[src/rtl/reg_serial_loader.sv]
// Serial write-frame loader: shifts in address then data (MSB first) and drives a
// shared data bus plus a one-hot clock-enable. Optional parity bit: REG_SERIAL_LOADER_PARITY_EN.
module reg_serial_loader #(
  parameter int WIDTH  = 8,
  parameter int DEPTH  = 8,
  parameter int ADDR_W = 3
) (
  input  logic             clk,
  input  logic             clr,
  input  logic             ser_start,
  input  logic             ser_valid,
  input  logic             ser_bit,
  input  logic             err_clr,
  output logic             busy,
  output logic [WIDTH-1:0] d_bus,
  output logic [DEPTH-1:0] clk_enable,
  output logic             done,
  output logic             err
);

  localparam int SH_W = (WIDTH > ADDR_W) ? WIDTH : ADDR_W;
  localparam int CW   = $clog2(SH_W + 1);
  localparam logic [CW-1:0]   ADDR_LAST = CW'(ADDR_W - 1);
  localparam logic [CW-1:0]   DATA_LAST = CW'(WIDTH - 1);
  localparam logic [ADDR_W:0] DEPTH_L   = (ADDR_W + 1)'(DEPTH);

  typedef enum logic [2:0] {
    S_IDLE,
    S_ADDR,
    S_DATA,
`ifdef REG_SERIAL_LOADER_PARITY_EN
    S_PAR,
`endif
    S_COMMIT
  } state_t;

  state_t              r_state, w_state_nxt;
  logic [CW-1:0]       r_cnt, w_cnt_nxt;
  logic [SH_W-1:0]     r_shift, w_shift_nxt, w_shifted;
  logic [ADDR_W-1:0]   r_addr, w_addr_nxt;
  logic [WIDTH-1:0]    w_word;
  logic [DEPTH-1:0]    w_onehot;
  logic                w_enter_commit, w_in_range, w_write, w_err_set;
`ifdef REG_SERIAL_LOADER_PARITY_EN
  logic                r_par, w_par_nxt;
`endif

  assign w_shifted  = SH_W'({r_shift, ser_bit});
  assign w_in_range = {1'b0, r_addr} < DEPTH_L;
  assign w_onehot   = DEPTH'(1) << r_addr;
  assign w_write    = w_enter_commit && w_in_range;

  // NOTE: every signal gets a default before the case so no path leaves one unassigned (no latches).
  always_comb begin
    w_state_nxt    = r_state;
    w_cnt_nxt      = r_cnt;
    w_shift_nxt    = r_shift;
    w_addr_nxt     = r_addr;
    w_word         = w_shifted[WIDTH-1:0];
    w_enter_commit = 1'b0;
    w_err_set      = 1'b0;
`ifdef REG_SERIAL_LOADER_PARITY_EN
    w_par_nxt      = r_par;
`endif

    // Any start strobe begins a fresh frame with cleared counters.
    if (ser_start) begin
      w_state_nxt = S_ADDR;
      w_cnt_nxt   = '0;
      w_shift_nxt = '0;
`ifdef REG_SERIAL_LOADER_PARITY_EN
      w_par_nxt   = 1'b0;
`endif
    end

    case (r_state)
      S_IDLE: ;
      S_ADDR, S_DATA: begin
        if (ser_start) begin
          w_err_set = 1'b1;
        end else if (ser_valid) begin
          w_shift_nxt = w_shifted;
          w_cnt_nxt   = r_cnt + CW'(1);
`ifdef REG_SERIAL_LOADER_PARITY_EN
          w_par_nxt   = r_par ^ ser_bit;
`endif
          if (r_state == S_ADDR && r_cnt == ADDR_LAST) begin
            w_addr_nxt  = w_shifted[ADDR_W-1:0];
            w_cnt_nxt   = '0;
            w_state_nxt = S_DATA;
          end else if (r_state == S_DATA && r_cnt == DATA_LAST) begin
            w_cnt_nxt   = '0;
`ifdef REG_SERIAL_LOADER_PARITY_EN
            w_state_nxt = S_PAR;
`else
            w_state_nxt    = S_COMMIT;
            w_enter_commit = 1'b1;
`endif
          end
        end
      end
`ifdef REG_SERIAL_LOADER_PARITY_EN
      S_PAR: begin
        if (ser_start) begin
          w_err_set = 1'b1;
        end else if (ser_valid) begin
          w_word = r_shift[WIDTH-1:0];
          if (ser_bit == r_par) begin
            w_state_nxt    = S_COMMIT;
            w_enter_commit = 1'b1;
          end else begin
            w_state_nxt = S_IDLE;
            w_err_set   = 1'b1;
          end
        end
      end
`endif
      S_COMMIT: begin
        if (!ser_start) w_state_nxt = S_IDLE;
      end
      default: w_state_nxt = S_IDLE;
    endcase

    if (w_enter_commit && !w_in_range) w_err_set = 1'b1;
  end

  // NOTE: sequential state uses non-blocking assignments so all registers update from pre-edge values.
  always_ff @(posedge clk or negedge clr) begin
    if (!clr) begin
      r_state    <= S_IDLE;
      r_cnt      <= '0;
      r_shift    <= '0;
      r_addr     <= '0;
      d_bus      <= '0;
      clk_enable <= '0;
      done       <= 1'b0;
      err        <= 1'b0;
      busy       <= 1'b0;
`ifdef REG_SERIAL_LOADER_PARITY_EN
      r_par      <= 1'b0;
`endif
    end else begin
      r_state    <= w_state_nxt;
      r_cnt      <= w_cnt_nxt;
      r_shift    <= w_shift_nxt;
      r_addr     <= w_addr_nxt;
      clk_enable <= w_write ? w_onehot : '0;
      done       <= w_write;
      busy       <= (w_state_nxt != S_IDLE);
      if (w_write) d_bus <= w_word;
      // A new error wins over a simultaneous clear.
      if (w_err_set)    err <= 1'b1;
      else if (err_clr) err <= 1'b0;
`ifdef REG_SERIAL_LOADER_PARITY_EN
      r_par      <= w_par_nxt;
`endif
    end
  end

endmodule

[config.mk]
export PLATFORM = sky130hd
export DESIGN_NAME = reg_serial_loader
export DESIGN_NICKNAME = d
export VERILOG_FILES = /design/src/rtl/reg_serial_loader.sv
export SDC_FILE = /design/constraint.sdc
export NUM_CORES = 1
export LEC_CHECK = 0
export CAP_MARGIN = 20
export CORE_MARGIN = 5
export CORE_UTILIZATION = 40
export DETAILED_ROUTE_END_ITERATION = 12
export PLACE_DENSITY_LB_ADDON = 0.1
export REMOVE_ABC_BUFFERS = 1
export SLEW_MARGIN = 25
export SYNTH_ARGS = -nofsm -noshare
export SYNTH_HDL_FRONTEND = slang
export SYNTH_SLANG_ARGS = --single-unit
[constraint.sdc]
create_clock -name clk -period 1.74 [get_ports clk]
set_input_delay 0.348 -clock clk [delete_from_list [all_inputs] [get_ports clk]]
set_output_delay 0.348 -clock clk [all_outputs]
set_load 0.02 [all_outputs]
==> results of run 1 <==
sequential cells by signal (all words and copies together) (netlist names):
signal      cells
clk_enable      8
d_bus           8
r_shift         7
r_cnt           4
r_addr          3
r_state         3
busy            1
done            1
err             1
metal layers:
layer | up-vias | wire length (microns) | global-route usage | part of all wire
met5 | - | 0 | 0 | 0
met4 | 0 | 83 | 0.0731 | 0.028
met3 | 8 | 199 | 0.0505 | 0.067
met2 | 35 | 1370 | 0.195 | 0.46
met1 | 535 | 1310 | 0.166 | 0.44
li1 | 543 | - | - | -
kinds of logic (layout without fill, tap and decap cells):
kind of cell,after synthesis,count (layout),share of synthesized area
XOR/XNOR,2,2,0.0115
multiplexers,11,11,0.0816
buffers and inverters,14,53,0.0371
other,1,1,0.00247
AND/OR/NAND/NOR,38,38,0.147
AO/OA/AOI/OAI,26,26,0.110
adder cells (fa/ha/maj),2,2,0.0165
flip-flops,36,36,0.594
metrics by stage:
| stage | std cells | hold slack (ns) |
|---|---|---|
| floorplan | 122 | 0.0524 |
| global placement | 209 | 0.476 |
| detailed placement | 209 | 0.484 |
| CTS | 217 | 0.487 |
| global route | 217 | 0.521 |
| finish | 217 | 0.478 |
area by class of cell:
type | count | area (sq um) | share of cell area
clock buffer | 7 | 96.3 | 0.0476
sequential | 36 | 901 | 0.445
inverter | 6 | 22.5 | 0.0111
timing repair buffer | 39 | 353 | 0.174
tap | 48 | 60.1 | 0.0297
clock inverter | 1 | 30.0 | 0.0148
multi-input combinational | 80 | 561 | 0.277
cells in the final DEF (no fill, tap or decap), types with 2 or more instances in the layout:
cell type	instances
a21oi_1	9
buf_4	15
clkbuf_8	7
clkdlybuf4s50_1	24
dfrtp_1	36
ha_1	2
inv_1	6
mux2_1	4
mux2_2	7
nand2b_1	3
nand3_1	9
nor2_1	7
nor3_1	7
nor4_1	2
o21ai_0	7
power breakdown:
| part | leakage [nW] | switching [mW] | total [mW] | internal, mW |
|---|---|---|---|---|
| Clock | 0.0645 | 0.284 | 0.789 | 0.505 |
| Sequential | 0.496 | 0.00951 | 0.855 | 0.845 |
| Combinational | 0.360 | 0.0622 | 0.109 | 0.0467 |
how the worst min path moves through the flow:
stage / to / cells after the start
2_1_floorplan: busy / 0
3_3_place_gp: d_bus[3] / 1
3_5_place_dp: d_bus[5] / 1
4_1_cts: r_addr[0] / 2
5_1_grt: d_bus[0] / 1
6_report: clk_enable[7] / 2
==> reports/qor.csv, run 1 <==
stage,metric,value,unit
placement,io_buffers,24,
floorplan,start_util,0.415,
yosys,synth_common_cells,"36 x dfrtp_1, 9 x a21oi_1, 9 x nand3_1",
yosys,ys_ff_latch,36,
yosys,synth_edf_count,0,
worst_setup_path,r2r_cells,6,
outcome,status,"complete, no violations",
global_routing,track_usage,0.132,
routing,viasPerCell,5.17,
worst_setup_path,timing.critical_path.from,r_cnt[0],
power_and_ir_drop,irDropWorstVdd,0.475,mV
clock_network,cts.clk_slew.worst_paths,0.07,ns
timing,fin_skew,0.00553,ns
global_routing,grt_first_pass_wirelength,5.21,mm
timing,finalMaxSlewViolations,0,
worst_setup_path,crit_path_max_incr_delay,0.40,ns
worst_setup_path,critPathSlowestCell,dfrtp_1,
power_and_ir_drop,power_leakage,0.920,nW
worst_setup_path,cp-end-kind,flop,
clock_network,clock_latency,0.28,ns
timing,hold_violations,0,
clock_network,ctsHtreeMaxLevel,2,
yosys,syn_area,1520,sq um
worst_setup_path,r2r_slack,0.11,ns
cells_and_area,area_delta_synth_final,33.3,%
power_and_ir_drop,power,1.75,mW
worst_setup_path,crit_chain,"inv_1, ha_1, nand4bb_1, nor4_2, buf_4, mux2_2",
cells_and_area,nFillCells,317,
worst_setup_path,path_depth,6,
worst_setup_path,worstSetupEndpoint,r_addr[0],
yosys,synth.top_cell.area_share,0.594,
routing,firstDrtPassIters,4,
cells_and_area,nets,176,
worst_setup_path,crit_family,flip-flops,
timing,fmax,613,MHz
floorplan,core_area,3660,sq um
timing,min_period_over_period,0.938,
floorplan,row_count,22,
clock_network,cts-root-buf,clkbuf_8,
floorplan,die-width,71.6,microns
timing,rsz0062_at_grt,no,
yosys,yosys-top-cells-area,"dfrtp_1 59%, mux2_2 5.2%, a21oi_1 3.0%",
global_routing,grt-ovfl-total,0,
cells_and_area,final_area,2020,sq um
routing,route.detailed.drc,0,
routing,via_count,1121,
placement,postPlaceCellArea,1900,sq um
flow_run,maxCapViolCount,0,
global_routing,grt_max_degree,37,
routing,drtIter0Drc,79,
worst_setup_path,cp_num_buf_inv,2,
timing,min_period,1.63,ns
worst_setup_path,arrival,1.81,ns
routing,wl_per_cell,13.6,microns
timing,finalSetupViolCount,0,
worst_setup_path,critPathMaxFanout,4,
timing,setup_slack,0.108,ns
placement,place_ws,-0.0745,ns
floorplan,die_area,5130,sq um
worst_setup_path,reg2reg_to,r_addr[0],
yosys,synth_ff_type,dfrtp_1,
routing,drtAntennaViolNets,0,
global_routing,antenna_found_initial,0,
clock_network,cts_hold_buf,0,
clock_network,cts_tree,done,
power_and_ir_drop,power.density,866,nW/um^2
timing,relSlewSlack,0.614,
placement,dp_hpwl,2.19,mm
routing,postRouteWirelength,2.96,mm
worst_setup_path,start_kind,flop,
clock_network,cts_buffers,5,
yosys,ys_types,38,
cells_and_area,post-route-util,0.553,
clock_network,cts_buffer_depth,2,
yosys,yosys_warnings,0,
timing,fin_tns_setup,0,ns
placement,gp_congestion,0.880,
yosys,synth_area_leader_cell,dfrtp_1,
yosys,yosysMostFrequentCell,dfrtp_1,
clock_network,postCtsSetupRepairBufs,0,
cells_and_area,n_antenna_cell,0,
worst_setup_path,path_class,flop to flop,
yosys,syn_inst,130,
floorplan,die_h,71.6,microns
clock_network,cts_resized,0,
yosys,synthArstFlopShare,1.00,
floorplan,pin_count,25,
timing,tightest_slew,0.574,ns
worst_setup_path,r2r_start,r_cnt[0],
cells_and_area,drive_gt1_frac,0.195,
worst_setup_path,required,1.91,ns
min_path,hold_path_class,input pin to asynchronous set/reset pin,
yosys,seq_area_frac_synth,0.594,
yosys,postSynthAreaPerCell,11.7,sq um
global_routing,grt_pass1_vias,1129,
clock_network,cts_sinks,36,
(Power assumes the default switching activity.)
==> run 2: changes to the inputs <==
Settings changed: TNS_END_PERCENT set to 100.
==> results of run 2 <==
No change in the layout: final DEF, timing and power equal those of run 1.
==> run 3: changes to the inputs <==
Settings changed: CORE_MARGIN 5 to not set, PLACE_DENSITY set to 0.63, PLACE_DENSITY_LB_ADDON 0.1 to not set.
==> reports/qor.csv, run 3 (synthesis gave the netlist of run 1 again) <==
stage,metric,value,unit,change
power_and_ir_drop,power_leakage,0.905,nW,-1.6%
global_routing,grt_pass1_vias,1146,,+1.5%
power_and_ir_drop,irDropWorstVdd,0.449,mV,-5.4%
placement,io_buffers,24,,unchanged
worst_setup_path,r2r_slack,0.08,ns,-0.03 ns
floorplan,die_area,4040,sq um,-21%
timing,finalMaxSlewViolations,0,,unchanged
clock_network,cts-root-buf,clkbuf_8,,
clock_network,cts_sinks,36,,unchanged
floorplan,core_area,3660,sq um,unchanged
clock_network,cts.clk_slew.worst_paths,0.07,ns,about the same
clock_network,clock_latency,0.28,ns,about the same
cells_and_area,drive_gt1_frac,0.201,,+0.00592
timing,min_period,1.66,ns,+0.0300 ns
flow_run,maxCapViolCount,0,,unchanged
timing,min_period_over_period,0.955,,+0.0172
cells_and_area,seqCellArea,901,sq um,unchanged
routing,wl_per_cell,13.4,microns,-1.7%
min_path,hold_path_class,input pin to asynchronous set/reset pin,,
floorplan,die_h,63.6,microns,-11%
cells_and_area,top_regs,"clk_enable x8, d_bus x8, r_shift x7",,
timing,rsz0062_at_grt,no,,
worst_setup_path,arrival,1.83,ns,+0.02 ns
clock_network,cts_hold_buf,0,,unchanged
floorplan,die-width,63.6,microns,-11%
cells_and_area,nFillCells,329,,+3.8%
global_routing,grt-ovfl-total,0,,unchanged
routing,drtAntennaViolNets,0,,unchanged
clock_network,cts_buffers,5,,unchanged
worst_setup_path,reg2reg_to,d_bus[2],,
routing,viasPerCell,5.21,,+0.89%
worst_setup_path,path_class,flop to flop,,
cells_and_area,final_common_cell,dfrtp_1,,
timing,fmax,602,MHz,-1.8%
cells_and_area,instances_no_fill,217,,unchanged
timing,finalSetupViolCount,0,,unchanged
worst_setup_path,r2r_start,r_cnt[1],,
floorplan,pin_count,25,,unchanged
clock_network,cts_tree,done,,
cells_and_area,final_cell_mix,"36 x dfrtp_1, 24 x clkdlybuf4s50_1, 15 x buf_4, 9 x a21oi_1, 9 x nand3_1",,
global_routing,track_usage,0.168,,+0.0353
global_routing,grt_first_pass_wirelength,5.24,mm,+0.67%
placement,dp_hpwl,2.01,mm,-8.1%
placement,dp.cells,209,,unchanged
timing,fin_skew,0.00347,ns,-0.00206 ns
routing,drtIter0Drc,29,,-63%
floorplan,start_util,0.415,,unchanged
timing,hold_violations,0,,unchanged
global_routing,grt_max_degree,37,,unchanged
cells_and_area,n_antenna_cell,0,,unchanged
clock_network,cts_buffer_depth,2,,unchanged
power_and_ir_drop,power.density,776,nW/um^2,-10%
placement,gp_congestion,0.851,,-3.3%
outcome,status,"complete, no violations",,
timing,hold_slack,0.479,ns,+0.000856 ns
routing,via_count,1131,,+0.89%
routing,firstDrtPassIters,4,,unchanged
worst_setup_path,start_kind,flop,,
routing,route.detailed.drc,0,,unchanged
worst_setup_path,cp-end-kind,flop,,
floorplan,row_count,22,,unchanged
global_routing,antenna_found_initial,0,,unchanged
cells_and_area,nets,176,,unchanged
cells_and_area,multi_input_area,596,sq um,+6.2%
worst_setup_path,critPathMaxFanout,11,,+7
worst_setup_path,r2r_cells,5,,-1
routing,postRouteWirelength,2.91,mm,-1.7%
worst_setup_path,required,1.91,ns,about the same
cells_and_area,area_delta_synth_final,33.5,%,
clock_network,ctsHtreeMaxLevel,2,,unchanged
## run 3: changes by cell type in the layout (fill, tap and decap cells not counted)
| cell | before | now |
|---|---|---|
| bufinv_16 | 1 | 0 |
| clkbuf_1 | 0 | 1 |
| clkbuf_8 | 7 | 6 |
| clkinvlp_4 | 0 | 1 |
| nand4bb_1 | 1 | 0 |
| nand4bb_4 | 0 | 1 |
| xnor2_1 | 1 | 0 |
| xnor2_4 | 0 | 1 |
## run 3: layer usage
metal / wire length (microns) / vias to the layer above / GRT usage
li1: - / 544 / -
met1: 1440 / 546 / 0.211
met2: 1310 / 33 / 0.271
met3: 112 / 8 / 0.0489
met4: 45 / 0 / 0.0597
met5: 0 / - / 0
## run 3: repair_timing
item,4_1_cts,5_1_grt
buffers inserted,0,0
gates cloned,0,0
gates resized for setup,1,2
endpoints found under the setup margin,7,4
## run 3: power breakdown
part,internal [mW],leakage [nW],total (mW),switching (mW)
Clock,0.321,0.0445,0.602,0.281
Combinational,0.0498,0.365,0.116,0.0661
Sequential,0.846,0.496,0.853,0.00783
Total,1.22,0.905,1.57,0.354
## run 3: worst max path at each step
stage	slack [ns]	to	start	cells after the start
final	0.08	d_bus[2]	r_cnt[1]	5
after global routing	0.02	d_bus[3]	r_cnt[0]	5
after CTS	0.08	d_bus[7]	r_cnt[1]	5
after detailed placement	-0.08	r_addr[2]	ser_valid	5
after global placement	-0.04	r_addr[1]	ser_valid	5
after floorplan	0.08	d_bus[0]	r_cnt[0]	4
## run 3: critical path, cell delays in order (launching register included)
cell     delay, ns
dfrtp_1       0.42
ha_1          0.25
and4b_1       0.24
nand3_1       0.09
buf_4         0.19
mux2_2        0.35
## run 3: cell type report
| cell class | instances | share of cell area |
|---|---|---|
| clock inverter | 1 | 0.00371 |
| sequential | 36 | 0.445 |
| inverter | 6 | 0.0111 |
| timing repair buffer | 39 | 0.174 |
| tap | 48 | 0.0296 |
| multi-input combinational | 80 | 0.294 |
| clock buffer | 7 | 0.0426 |
## run 3: stage by stage
stage | setup WS, ns | util | power, mW | TNS, ns | cell area [sq um]
global route | 0.0187 | 0.553 | 1.64 | 0 | 2030
floorplan | 0.0788 | - | 0.905 | 0 | 1480
global placement | -0.0440 | 0.518 | 0.978 | -0.390 | 1900
CTS | 0.0828 | 0.546 | 1.59 | 0 | 2000
detailed placement | -0.0792 | 0.518 | 0.980 | -0.600 | 1900
finish | 0.0776 | 0.553 | 1.57 | 0 | 2030
